[src/rtl/direction_normalize_pkg.sv]
// Shared types for the ray-direction normalisation stage: fixed-point
// format, the input/output packet structs and the control FSM states.
package direction_normalize_pkg;

   localparam int WIDTH  = 16;
   localparam int Q_BITS = 8;

   typedef struct packed {
      logic signed [WIDTH-1:0] x;
      logic signed [WIDTH-1:0] y;
      logic signed [WIDTH-1:0] z;
   } RayDirection;

   typedef struct packed {
      logic signed [WIDTH-1:0] x;
      logic signed [WIDTH-1:0] y;
      logic signed [WIDTH-1:0] z;
      logic signed [WIDTH-1:0] len;
   } RayDirection_len;

   typedef enum logic [1:0] {
      IDLE,
      DIVIDE,
      DONE
   } norm_state_t;

endpackage

[src/rtl/direction_normalize_fifo.sv]
// rdlen_fifo: small synchronous FIFO of RayDirection_len packets.
// A push while full is accepted only if a pop happens in the same cycle;
// otherwise the packet is dropped and the sticky overflow flag is set.
module rdlen_fifo
   import direction_normalize_pkg::*;
#(
   parameter int FIFO_DEPTH = 4
) (
   input  logic            clk,
   input  logic            reset,
   input  logic            push,
   input  logic            pop,
   input  RayDirection_len din,
   output RayDirection_len dout,
   output logic            full,
   output logic            empty,
   output logic            overflow
);

   localparam int AW = $clog2(FIFO_DEPTH);
   localparam logic [AW:0] PTR_ONE = {{AW{1'b0}}, 1'b1};

   RayDirection_len mem [FIFO_DEPTH];
   logic [AW:0]     wr_ptr;
   logic [AW:0]     rd_ptr;
   logic            do_push;
   logic            do_pop;

   assign empty   = (wr_ptr == rd_ptr);
   assign full    = (wr_ptr[AW] != rd_ptr[AW]) && (wr_ptr[AW-1:0] == rd_ptr[AW-1:0]);
   assign do_pop  = pop && !empty;
   assign do_push = push && (!full || do_pop);
   assign dout    = mem[rd_ptr[AW-1:0]];

   // pointer bookkeeping and sticky drop flag
   always_ff @(posedge clk) begin
      if (reset) begin
         wr_ptr   <= '0;
         rd_ptr   <= '0;
         overflow <= 1'b0;
      end else begin
         if (do_push) wr_ptr <= wr_ptr + PTR_ONE;
         if (do_pop)  rd_ptr <= rd_ptr + PTR_ONE;
         if (push && !do_push) overflow <= 1'b1;
      end
   end

   // packet storage; contents are don't-care until written
   always_ff @(posedge clk) begin
      if (do_push) mem[wr_ptr[AW-1:0]] <= din;
   end

endmodule

[src/rtl/direction_normalize.sv]
// direction_normalize: divides each component of {x, y, z} by len using one
// shared restoring-division sequencer and three quotient datapaths.
// Build option: define RDNORM_ROUND_EN to compute one extra quotient bit and
// round half up (result clamped to 1.0); otherwise results truncate.
module direction_normalize
   import direction_normalize_pkg::*;
#(
   parameter int FIFO_DEPTH = 4
) (
   input  logic            clk,
   input  logic            reset,
   input  logic            valid_in,
   input  RayDirection_len RDLEN_in,
   output RayDirection     RD_out,
   output logic            valid_out,
   output logic            div_zero_out,
   output logic            overflow_out
);

`ifdef RDNORM_ROUND_EN
   localparam int K = Q_BITS + 1;
`else
   localparam int K = Q_BITS;
`endif
   localparam int CW = $clog2(K + 1);
   localparam logic [WIDTH-1:0] ONE = {{(WIDTH-Q_BITS-1){1'b0}}, 1'b1, {Q_BITS{1'b0}}};

   // Quotient bits to result magnitude; with the extra bit, round half up and clamp.
   function automatic logic [WIDTH-1:0] quo_to_mag(input logic [K-1:0] q);
      logic [WIDTH-1:0] m;
`ifdef RDNORM_ROUND_EN
      m = WIDTH'(q[K-1:1]) + WIDTH'(q[0]);
      if (m > ONE) m = ONE;
`else
      m = WIDTH'(q);
`endif
      return m;
   endfunction

   // Restore the component sign on an unsigned magnitude.
   function automatic logic signed [WIDTH-1:0] apply_sign(input logic neg,
                                                          input logic [WIDTH-1:0] mag);
      return neg ? -$signed(mag) : $signed(mag);
   endfunction

   norm_state_t             state;
   logic [CW-1:0]           cnt;
   logic [WIDTH-1:0]        len_u;
   logic                    len_zero;
   logic                    load;
   logic                    step;
   RayDirection_len         head;
   logic                    fifo_empty;
   // drops are decided inside the FIFO, so the top never needs its full flag
   logic                    fifo_full_unused;
   logic signed [WIDTH-1:0] comp_in  [3];
   logic signed [WIDTH-1:0] comp_res [3];

   rdlen_fifo #(
      .FIFO_DEPTH(FIFO_DEPTH)
   ) u_fifo (
      .clk      (clk),
      .reset    (reset),
      .push     (valid_in),
      .pop      (load),
      .din      (RDLEN_in),
      .dout     (head),
      .full     (fifo_full_unused),
      .empty    (fifo_empty),
      .overflow (overflow_out)
   );

   assign load = (state == IDLE) && !fifo_empty;
   assign step = (state == DIVIDE);

   assign comp_in[0] = head.x;
   assign comp_in[1] = head.y;
   assign comp_in[2] = head.z;

   // divisor captured at pop time; a non-positive length forces zero results
   always_ff @(posedge clk) begin
      if (load) begin
         len_u    <= $unsigned(head.len);
         len_zero <= head.len[WIDTH-1] || (head.len == '0);
      end
   end

   for (genvar i = 0; i < 3; i++) begin : g_comp
      logic [WIDTH-1:0] rem;
      logic [WIDTH:0]   rem_sh;
      logic [K-1:0]     quo;
      logic [WIDTH-1:0] mag_in;
      logic             neg;
      logic             sat;

      // most negative input maps to 2^(WIDTH-1), still representable unsigned
      assign mag_in = comp_in[i][WIDTH-1] ? $unsigned(-comp_in[i]) : $unsigned(comp_in[i]);
      assign rem_sh = {rem, 1'b0};

      // load operands at pop, then one restoring-division bit per DIVIDE edge
      always_ff @(posedge clk) begin
         if (load) begin
            neg <= comp_in[i][WIDTH-1];
            sat <= (mag_in >= $unsigned(head.len));
            rem <= mag_in;
            quo <= '0;
         end else if (step) begin
            if (rem_sh >= {1'b0, len_u}) begin
               rem <= rem_sh[WIDTH-1:0] - len_u;
               quo <= {quo[K-2:0], 1'b1};
            end else begin
               rem <= rem_sh[WIDTH-1:0];
               quo <= {quo[K-2:0], 1'b0};
            end
         end
      end

      assign comp_res[i] = len_zero ? '0 : apply_sign(neg, sat ? ONE : quo_to_mag(quo));
   end

   // sequencer: pop/load in IDLE, K divide edges, one output cycle in DONE
   always_ff @(posedge clk) begin
      if (reset) begin
         state        <= IDLE;
         cnt          <= '0;
         valid_out    <= 1'b0;
         div_zero_out <= 1'b0;
         RD_out       <= '0;
      end else begin
         valid_out    <= 1'b0;
         div_zero_out <= 1'b0;
         case (state)
            IDLE: begin
               if (!fifo_empty) begin
                  cnt   <= CW'(K - 1);
                  state <= DIVIDE;
               end
            end
            DIVIDE: begin
               if (cnt == '0) state <= DONE;
               else           cnt   <= cnt - CW'(1);
            end
            DONE: begin
               RD_out.x     <= comp_res[0];
               RD_out.y     <= comp_res[1];
               RD_out.z     <= comp_res[2];
               valid_out    <= 1'b1;
               div_zero_out <= len_zero;
               state        <= IDLE;
            end
            default: state <= IDLE;
         endcase
      end
   end

endmodule

[config.mk]
export PLATFORM = sky130hd
export DESIGN_NAME = direction_normalize
export DESIGN_NICKNAME = d
export VERILOG_FILES = /design/src/rtl/direction_normalize_pkg.sv /design/src/rtl/direction_normalize_fifo.sv /design/src/rtl/direction_normalize.sv
export SDC_FILE = /design/constraint.sdc
export NUM_CORES = 1
export LEC_CHECK = 0
export ABC_AREA = 1
export CORE_ASPECT_RATIO = 1.5
export CORE_MARGIN = 10
export CORE_UTILIZATION = 25
export DETAILED_ROUTE_END_ITERATION = 10
export GPL_TIMING_DRIVEN = 0
export SLEW_MARGIN = 0
export SYNTH_ARGS = -nofsm -noshare
export SYNTH_HDL_FRONTEND = slang
export SYNTH_HIERARCHICAL = 1
export SYNTH_SLANG_ARGS = --single-unit
[constraint.sdc]
create_clock -name clk -period 10.8 [get_ports clk]
set_input_delay 1.08 -clock clk [delete_from_list [all_inputs] [get_ports clk]]
set_output_delay 1.08 -clock clk [all_outputs]
set_load 0.01 [all_outputs]
==> results.yml, run 1 <==
run_status:
  status: "finished, final reports clean"
timing:
  finalSetupTns_ns: 0
  clock_skew_ns: 0.0204
  min_tclk_post_route_ns: 4.70
  fin_crit_share_pct: 43.5
  grt_setup_unrepaired: "no"
  report.final.setup_viol: 0
  timing_hold_violations_final: 0
  headroom_to_the_max_slew_limit_pct: 12.2
  timing.fmax_mhz: 213
  tightestPinTransition_ns: 1.32
  report.final.slew_viol_count: 0
cts:
  cts_hold_buf: 0
  cts_htree_levels: 2
  cts_resized: 0
  cts.repair_timing.setup_buffer_count: 0
  cts-root-buf: "sky130_fd_sc_hd__clkbuf_16"
  ctsLongestPathBuffers: 3
  tritoncts_num_sinks: 416
  cts_made_buffers: 41
  tritoncts: "yes"
  clock_latency_ns: 0.58
  worst_setup_hold_path_clk_slew_ns: 0.06
setup_path:
  timing.critical_path.cells: "buf_4 > clkbuf_1 > nor2_1 > o22ai_1 > inv_1 > a31oi_1 > xor2_1 > ha_1 > a21oi_1 > o21ai_0 > nand2_1 > o211ai_1 > nand2_1 > nand3_1"
  cp_common_cell: "sky130_fd_sc_hd__nand2_1"
  critical_path_buffers_and_inverters: 3
  crit_type: "reg -> reg"
  timing.critical_path.from_type: "flip-flop"
  critical_path.max_stage_delay_ns: 0.88
  timing.critical_path.to_type: "flip-flop"
  cpMaxStageDelayCell: "sky130_fd_sc_hd__o22ai_1"
  critPathRequiredTime_ns: 11.03
  crit_family: "compound AO/OA/AOI/OAI gates"
  worstPathMaxFanout: 10
  timing.critical_path.arrival_ns: 4.93
layout:
  multiInputGateArea_sq_um: 9230
  layout.cells.most_common: "sky130_fd_sc_hd__nand2_1"
  drive_above_1_share_pct: 7.39
  fillers: 9285
  area_growth_syn_to_layout_pct: 18.6
  layout_common_cells: "sky130_fd_sc_hd__nand2_1, sky130_fd_sc_hd__edfxtp_1, sky130_fd_sc_hd__inv_1"
  num-nets-final: 2830
  seq_area_sq_um: 11600
grt:
  groute.layer.met1.usage_pct: 12.3
  grtUsageMet2_pct: 23.9
  grt_first_pass_wirelength_mm: 99.5
  grt_antenna_before_repair: 12
  globalRoute.busiestLayer: "met2"
  gr-usage-all-layers_pct: 12.5
  grt_max_degree: 58
  grt_util_met3_pct: 2.16
  grt_pass1_vias: 17700
  globalRoute.totalOverflow: 0
synthesis:
  ys_async_sr_fraction_pct: 0
  top_cells_by_area_synth: "sky130_fd_sc_hd__edfxtp_1, sky130_fd_sc_hd__nand2_1, sky130_fd_sc_hd__dfxtp_1"
  synth.avg_cell_area_sq_um: 9.00
  synth.cell_area_sq_um: 22300
  syn-instance-count: 2483
  yosys_register_bits: 416
  synth_enable_flop_cells: 327
  post_synthesis_net_count: 2661
  netlist-cell-type-count: 52
  synth-warning-count: 6
  synth_top_flop_cell: "sky130_fd_sc_hd__edfxtp_1"
  synth-seq-area-share_pct: 51.9
  synth_top_cell_by_area: "sky130_fd_sc_hd__edfxtp_1"
  synth_top_cell_area_share_pct: 43.9
routing:
  detail_route.first_pass.iterations: 5
  dr_total_vias: 17400
  number_of_violations_reported_at_the_end_of_detailed_routing_iteration_0: 1025
  wl_per_instance_um: 17.1
  drc: 0
  drt.antenna.violating_nets: 0
  wl_mm: 65.7
  vias_per_cell: 4.54
worst_hold_path:
  hp-class: "reg -> reg"
floorplanning:
  initial_utilization_pct: 25.1
  die-height_um: 386
  floorplan.die_area_sq_um: 102000
  fp-row-count: 134
  boundaryPins: 118
  floorplan.core_area_sq_um: 88900
  die-width_um: 264
placement:
  dp_hpwl_mm: 50.9
  gp_congestion: 0.918
  place.port_buffers: 117
flow_run:
  max_cap_violations: 0
-- per-stage QoR --
| step | hold WS [ns] | cells | area, sq um | util, % | worst slack, ns |
|---|---|---|---|---|---|
| after floorplan | 0.451 | 2483 | 22300 | - | 5.14 |
| after global placement | 0.438 | 3756 | 25000 | 28.1 | 1.72 |
| after detailed placement | 0.453 | 3765 | 25200 | 28.3 | 6.07 |
| after CTS | 0.463 | 3835 | 26500 | 29.8 | 6.08 |
| after global routing | 0.480 | 3837 | 26500 | 29.8 | 6.03 |
| final | 0.457 | 3838 | 26500 | 29.8 | 6.10 |
-- flip-flops by register name, summed over array words and instances, names as in the netlist, named ones only --
| signal | cells |
|---|---|
| g_comp.quo | 24 |
| len_zero | 1 |
| RD_out | 48 |
| g_comp.neg | 3 |
| g_comp.rem | 48 |
| u_fifo/wr_ptr | 3 |
| g_comp.sat | 3 |
| u_fifo/overflow | 1 |
| state | 2 |
| u_fifo/mem | 256 |
| cnt | 4 |
| valid_out | 1 |
| u_fifo/rd_ptr | 3 |
| len_u | 16 |
| div_zero_out | 1 |
-- worst min-delay path, delay by kind of cell, from the launching register on --
| kind | cells | cell delay [ns] |
|---|---|---|
| compound gates | 1 | 0.05 |
| buf+inv | 1 | 0.05 |
| flops | 1 | 0.31 |
-- cell usage after synthesis, types with 4 or more instances --
| cell | instances |
|---|---|
| sky130_fd_sc_hd__clkbuf_8 | 4 |
| sky130_fd_sc_hd__nor2_2 | 8 |
| sky130_fd_sc_hd__or2_2 | 5 |
| sky130_fd_sc_hd__nor2_1 | 231 |
| sky130_fd_sc_hd__and2_1 | 13 |
| sky130_fd_sc_hd__o22ai_2 | 6 |
| sky130_fd_sc_hd__clkbuf_1 | 45 |
| sky130_fd_sc_hd__edfxtp_1 | 327 |
| sky130_fd_sc_hd__nor4_1 | 5 |
| sky130_fd_sc_hd__o21ai_1 | 58 |
| sky130_fd_sc_hd__nor3_1 | 17 |
| sky130_fd_sc_hd__nand3_1 | 146 |
| sky130_fd_sc_hd__inv_1 | 274 |
| sky130_fd_sc_hd__nand3_2 | 19 |
| sky130_fd_sc_hd__ha_1 | 108 |
| sky130_fd_sc_hd__o21ai_0 | 109 |
| sky130_fd_sc_hd__xor2_1 | 37 |
| sky130_fd_sc_hd__a21oi_1 | 107 |
| sky130_fd_sc_hd__nand4_1 | 35 |
| sky130_fd_sc_hd__buf_2 | 23 |
| sky130_fd_sc_hd__o211ai_1 | 12 |
| sky130_fd_sc_hd__xnor2_1 | 20 |
| sky130_fd_sc_hd__nand2_2 | 23 |
| sky130_fd_sc_hd__nand2_4 | 4 |
| sky130_fd_sc_hd__o22ai_1 | 84 |
| sky130_fd_sc_hd__buf_4 | 9 |
| sky130_fd_sc_hd__nand2_1 | 568 |
| sky130_fd_sc_hd__nand3b_1 | 48 |
| sky130_fd_sc_hd__dfxtp_1 | 89 |
| sky130_fd_sc_hd__inv_2 | 10 |
-- cell families (layout without fill, tap and decap cells) --
group                    count (synthesis)  count (layout)  synth area share, %
AND/OR/NAND/NOR                       1134            1134                 22.8
buffers and inverters                  373             569                 6.93
XOR/XNOR                                58              58                 2.31
AO/OA/AOI/OAI                          391             391                 9.73
adder cells (fa/ha/maj)                111             111                 6.32
other                                    0               3                    0
flip-flops                             416             416                 51.9
-- worst paths after layout --
check,startpoint,cells past startpoint,to,slack [ns]
hold reg to reg,u_fifo/overflow$_SDFFE_PP0P_,2,u_fifo/overflow$_SDFFE_PP0P_,0.46
setup / recovery,flip-flop,14,g_comp[2].sat$_DFFE_PP_,6.10
hold / removal,u_fifo/overflow$_SDFFE_PP0P_,2,u_fifo/overflow$_SDFFE_PP0P_,0.46
setup reg to reg,flip-flop,14,g_comp[2].sat$_DFFE_PP_,6.10
-- metal layers --
layer / routed length (um) / part of all wire [%]
met1: 24000 / 36
met2: 34800 / 53
met3: 2920 / 4.4
met4: 3970 / 6.0
met5: 61 / 0.093
-- layout make-up --
type	count	area share, %
Buffer	87	1.80
Antenna cell	3	0.0283
Tap cell	1156	5.46
Sequential cell	416	43.8
Clock buffer	52	4.14
Timing Repair Buffer	126	5.13
Inverter	286	4.05
Multi-Input combinational cell	1694	34.8
Clock inverter	18	0.831
Power of run 1 is left out: the tool's default activity adds up to more than one toggle a clock period on the data nets, which glitch-free logic cannot reach.
==> inputs of run 2 (changes only) <==
==> constraint.sdc (replaced) <==
create_clock -name clk -period 4.2 [get_ports clk]
set_input_delay 0.42 -clock clk [delete_from_list [all_inputs] [get_ports clk]]
set_output_delay 0.42 -clock clk [all_outputs]
set_load 0.01 [all_outputs]
==> run 2 against run 1 <==
  * Design area up 0.22%
  * Setup slack worse by 5.9 ns
  * Cell count is essentially flat
==> results.yml, run 2 (synthesis results as in run 1) <==
timing:
  headroom_to_the_max_slew_limit_pct: 10.4
  clock_skew_ns: 0.0307
  report.final.slew_viol_count: 0
  timing.fmax_mhz: 250
  fin_crit_share_pct: 95.4
  report.final.setup_viol: 0
  whs_ns: 0.454
  tightestPinTransition_ns: 1.34
  timing_hold_violations_final: 0
  min_tclk_post_route_ns: 4.01
  grt_setup_unrepaired: "no"
worst_hold_path:
  whs_endpoint: "u_fifo/overflow$_SDFFE_PP0P_"
  start_point_of_the_worst_hold_path: "u_fifo/overflow$_SDFFE_PP0P_"
  hp-class: "reg -> reg"
  min_delay_path_depth: 2
routing:
  wl_mm: 65.7
  number_of_violations_reported_at_the_end_of_detailed_routing_iteration_0: 990
  wl_per_instance_um: 17.1
  drt.antenna.violating_nets: 0
  dr_total_vias: 17600
  vias_per_cell: 4.57
  detail_route.first_pass.iterations: 5
  drc: 0
setup_path:
  timing.critical_path.to_type: "flip-flop"
  crit_type: "reg -> reg"
  worstPathMaxFanout: 10
  r2r-end: "g_comp[2].sat$_DFFE_PP_"
  reg2reg_slack_ns: 0.19
  timing.critical_path.arrival_ns: 4.29
  timing.critical_path.from_type: "flip-flop"
  count_of_cells_along_the_worst_register_to_register_path: 20
  critPathRequiredTime_ns: 4.48
grt:
  grt_first_pass_wirelength_mm: 100
  globalRoute.totalOverflow: 0
  grt_pass1_vias: 17700
  grt_max_degree: 58
  grt_antenna_before_repair: 10
  gr-usage-all-layers_pct: 12.5
cts:
  cts_hold_buf: 0
  ctsLongestPathBuffers: 3
  clock_latency_ns: 0.60
  tritoncts_num_sinks: 416
  tritoncts: "yes"
  cts_made_buffers: 41
  cts.repair_timing.setup_buffer_count: 0
  cts-root-buf: "sky130_fd_sc_hd__clkbuf_16"
  cts_htree_levels: 2
  worst_setup_hold_path_clk_slew_ns: 0.06
  cts_resized: 3
flow_run:
  max_cap_violations: 0
run_status:
  status: "finished, final reports clean"
layout:
  layout.cells.most_common: "sky130_fd_sc_hd__nand2_1"
  area_growth_syn_to_layout_pct: 18.9
  drive_above_1_share_pct: 7.72
  largest_register_ffs: 256
  final_design_area_no_fill_sq_um: 26600
  layout_common_cells: "sky130_fd_sc_hd__nand2_1, sky130_fd_sc_hd__edfxtp_1, sky130_fd_sc_hd__inv_1"
  num-nets-final: 2828
pwr:
  ir_drop_uv: 501
  total_power_mw: 24.2
  cellPowerDensity_nw_per_um2: 912
  standby_leakage_power_nw: 10.7
placement:
  dp_hpwl_mm: 50.6
  place.port_buffers: 117
  gp_congestion: 0.931
  placement.cell_area_sq_um: 25200
floorplanning:
  die-width_um: 264
  floorplan.core_area_sq_um: 88900
  fp-row-count: 134
  initial_utilization_pct: 25.1
  boundaryPins: 118
  die-height_um: 386
  floorplan.die_area_sq_um: 102000
[run 2: cell count changes in the layout (fill, tap and decap cells not counted), moves of 3 or more]
cell                       previous run  this run
sky130_fd_sc_hd__inv_6                0         4
sky130_fd_sc_hd__inv_1              274       271
sky130_fd_sc_hd__clkinv_1             4         9
sky130_fd_sc_hd__clkbuf_1            53        48
sky130_fd_sc_hd__inv_2               10        13
sky130_fd_sc_hd__clkinv_4             3         0
[run 2: per-stage QoR]
| step | std cells | TNS, ns | util (%) | setup slack, ns |
|---|---|---|---|---|
| after detailed placement | 3764 | -0.556 | 28.3 | -0.477 |
| after floorplan | 2483 | -104.17 | - | -0.407 |
| after global routing | 3838 | 0 | 29.9 | 0.00252 |
| after CTS | 3838 | 0 | 29.9 | 0.0592 |
| after global placement | 3756 | -667.39 | 28.1 | -2.70 |
| final | 3839 | 0 | 29.9 | 0.192 |
[run 2: area by class of cell]
class	instances	area [sq um]
plain buffers	86	474
multi-input cells	1694	9250
flip-flops and latches	416	11600
diodes	2	5.00
well taps	1156	1450
clock inverters	23	258
clock buffers	51	1130
inverters	286	1070
repair buffers	125	1330
fillers	9262	62300
[run 2: worst max-delay path: stages (launching register included)]
cell,delay [ns]
sky130_fd_sc_hd__dfxtp_2,0.46
sky130_fd_sc_hd__buf_4,0.27
sky130_fd_sc_hd__inv_2,0.05
sky130_fd_sc_hd__buf_4,0.19
sky130_fd_sc_hd__buf_2,0.23
sky130_fd_sc_hd__nor2_1,0.15
sky130_fd_sc_hd__o22ai_1,0.12
sky130_fd_sc_hd__inv_2,0.19
sky130_fd_sc_hd__ha_1,0.24
sky130_fd_sc_hd__nand3_1,0.17
sky130_fd_sc_hd__nor3_1,0.23
sky130_fd_sc_hd__nand2_1,0.12
sky130_fd_sc_hd__xor2_1,0.16
sky130_fd_sc_hd__a21boi_0,0.21
sky130_fd_sc_hd__ha_1,0.27
sky130_fd_sc_hd__nand2_1,0.07
sky130_fd_sc_hd__inv_1,0.04
sky130_fd_sc_hd__nand3_1,0.10
sky130_fd_sc_hd__inv_1,0.05
sky130_fd_sc_hd__a21oi_1,0.17
sky130_fd_sc_hd__nand3_2,0.19
[run 2: metal layers]
metal / global-route usage, % / wire length [um]
met4: 7.78 / 4030
met1: 12.4 / 24100
met3: 2.06 / 2730
met5: 0 / 96
met2: 24.0 / 34700
[run 2: worst max-delay path by stage]
| stage | from | depth (start not counted) | endpoint |
|---|---|---|---|
| after floorplan | u_fifo/rd_ptr[2]$_SDFFE_PP0P_ | 12 | u_fifo/mem[0][0]$_DFFE_PP_ |
| after global placement | u_fifo/wr_ptr[2]$_SDFFE_PP0P_ | 12 | u_fifo/mem[3][15]$_DFFE_PP_ |
| after detailed placement | flip-flop | 14 | g_comp[2].sat$_DFFE_PP_ |
| after CTS | flip-flop | 17 | g_comp[2].sat$_DFFE_PP_ |
| after global routing | flip-flop | 19 | g_comp[1].sat$_DFFE_PP_ |
| final | flip-flop | 20 | g_comp[2].sat$_DFFE_PP_ |
[run 2: report_power, final]
| part | internal (mW) | switching [mW] |
|---|---|---|
| clock | 2.22 | 1.63 |
| combinational | 4.79 | 9.73 |
| sequential | 5.54 | 0.320 |
(Power assumes the default switching activity.)
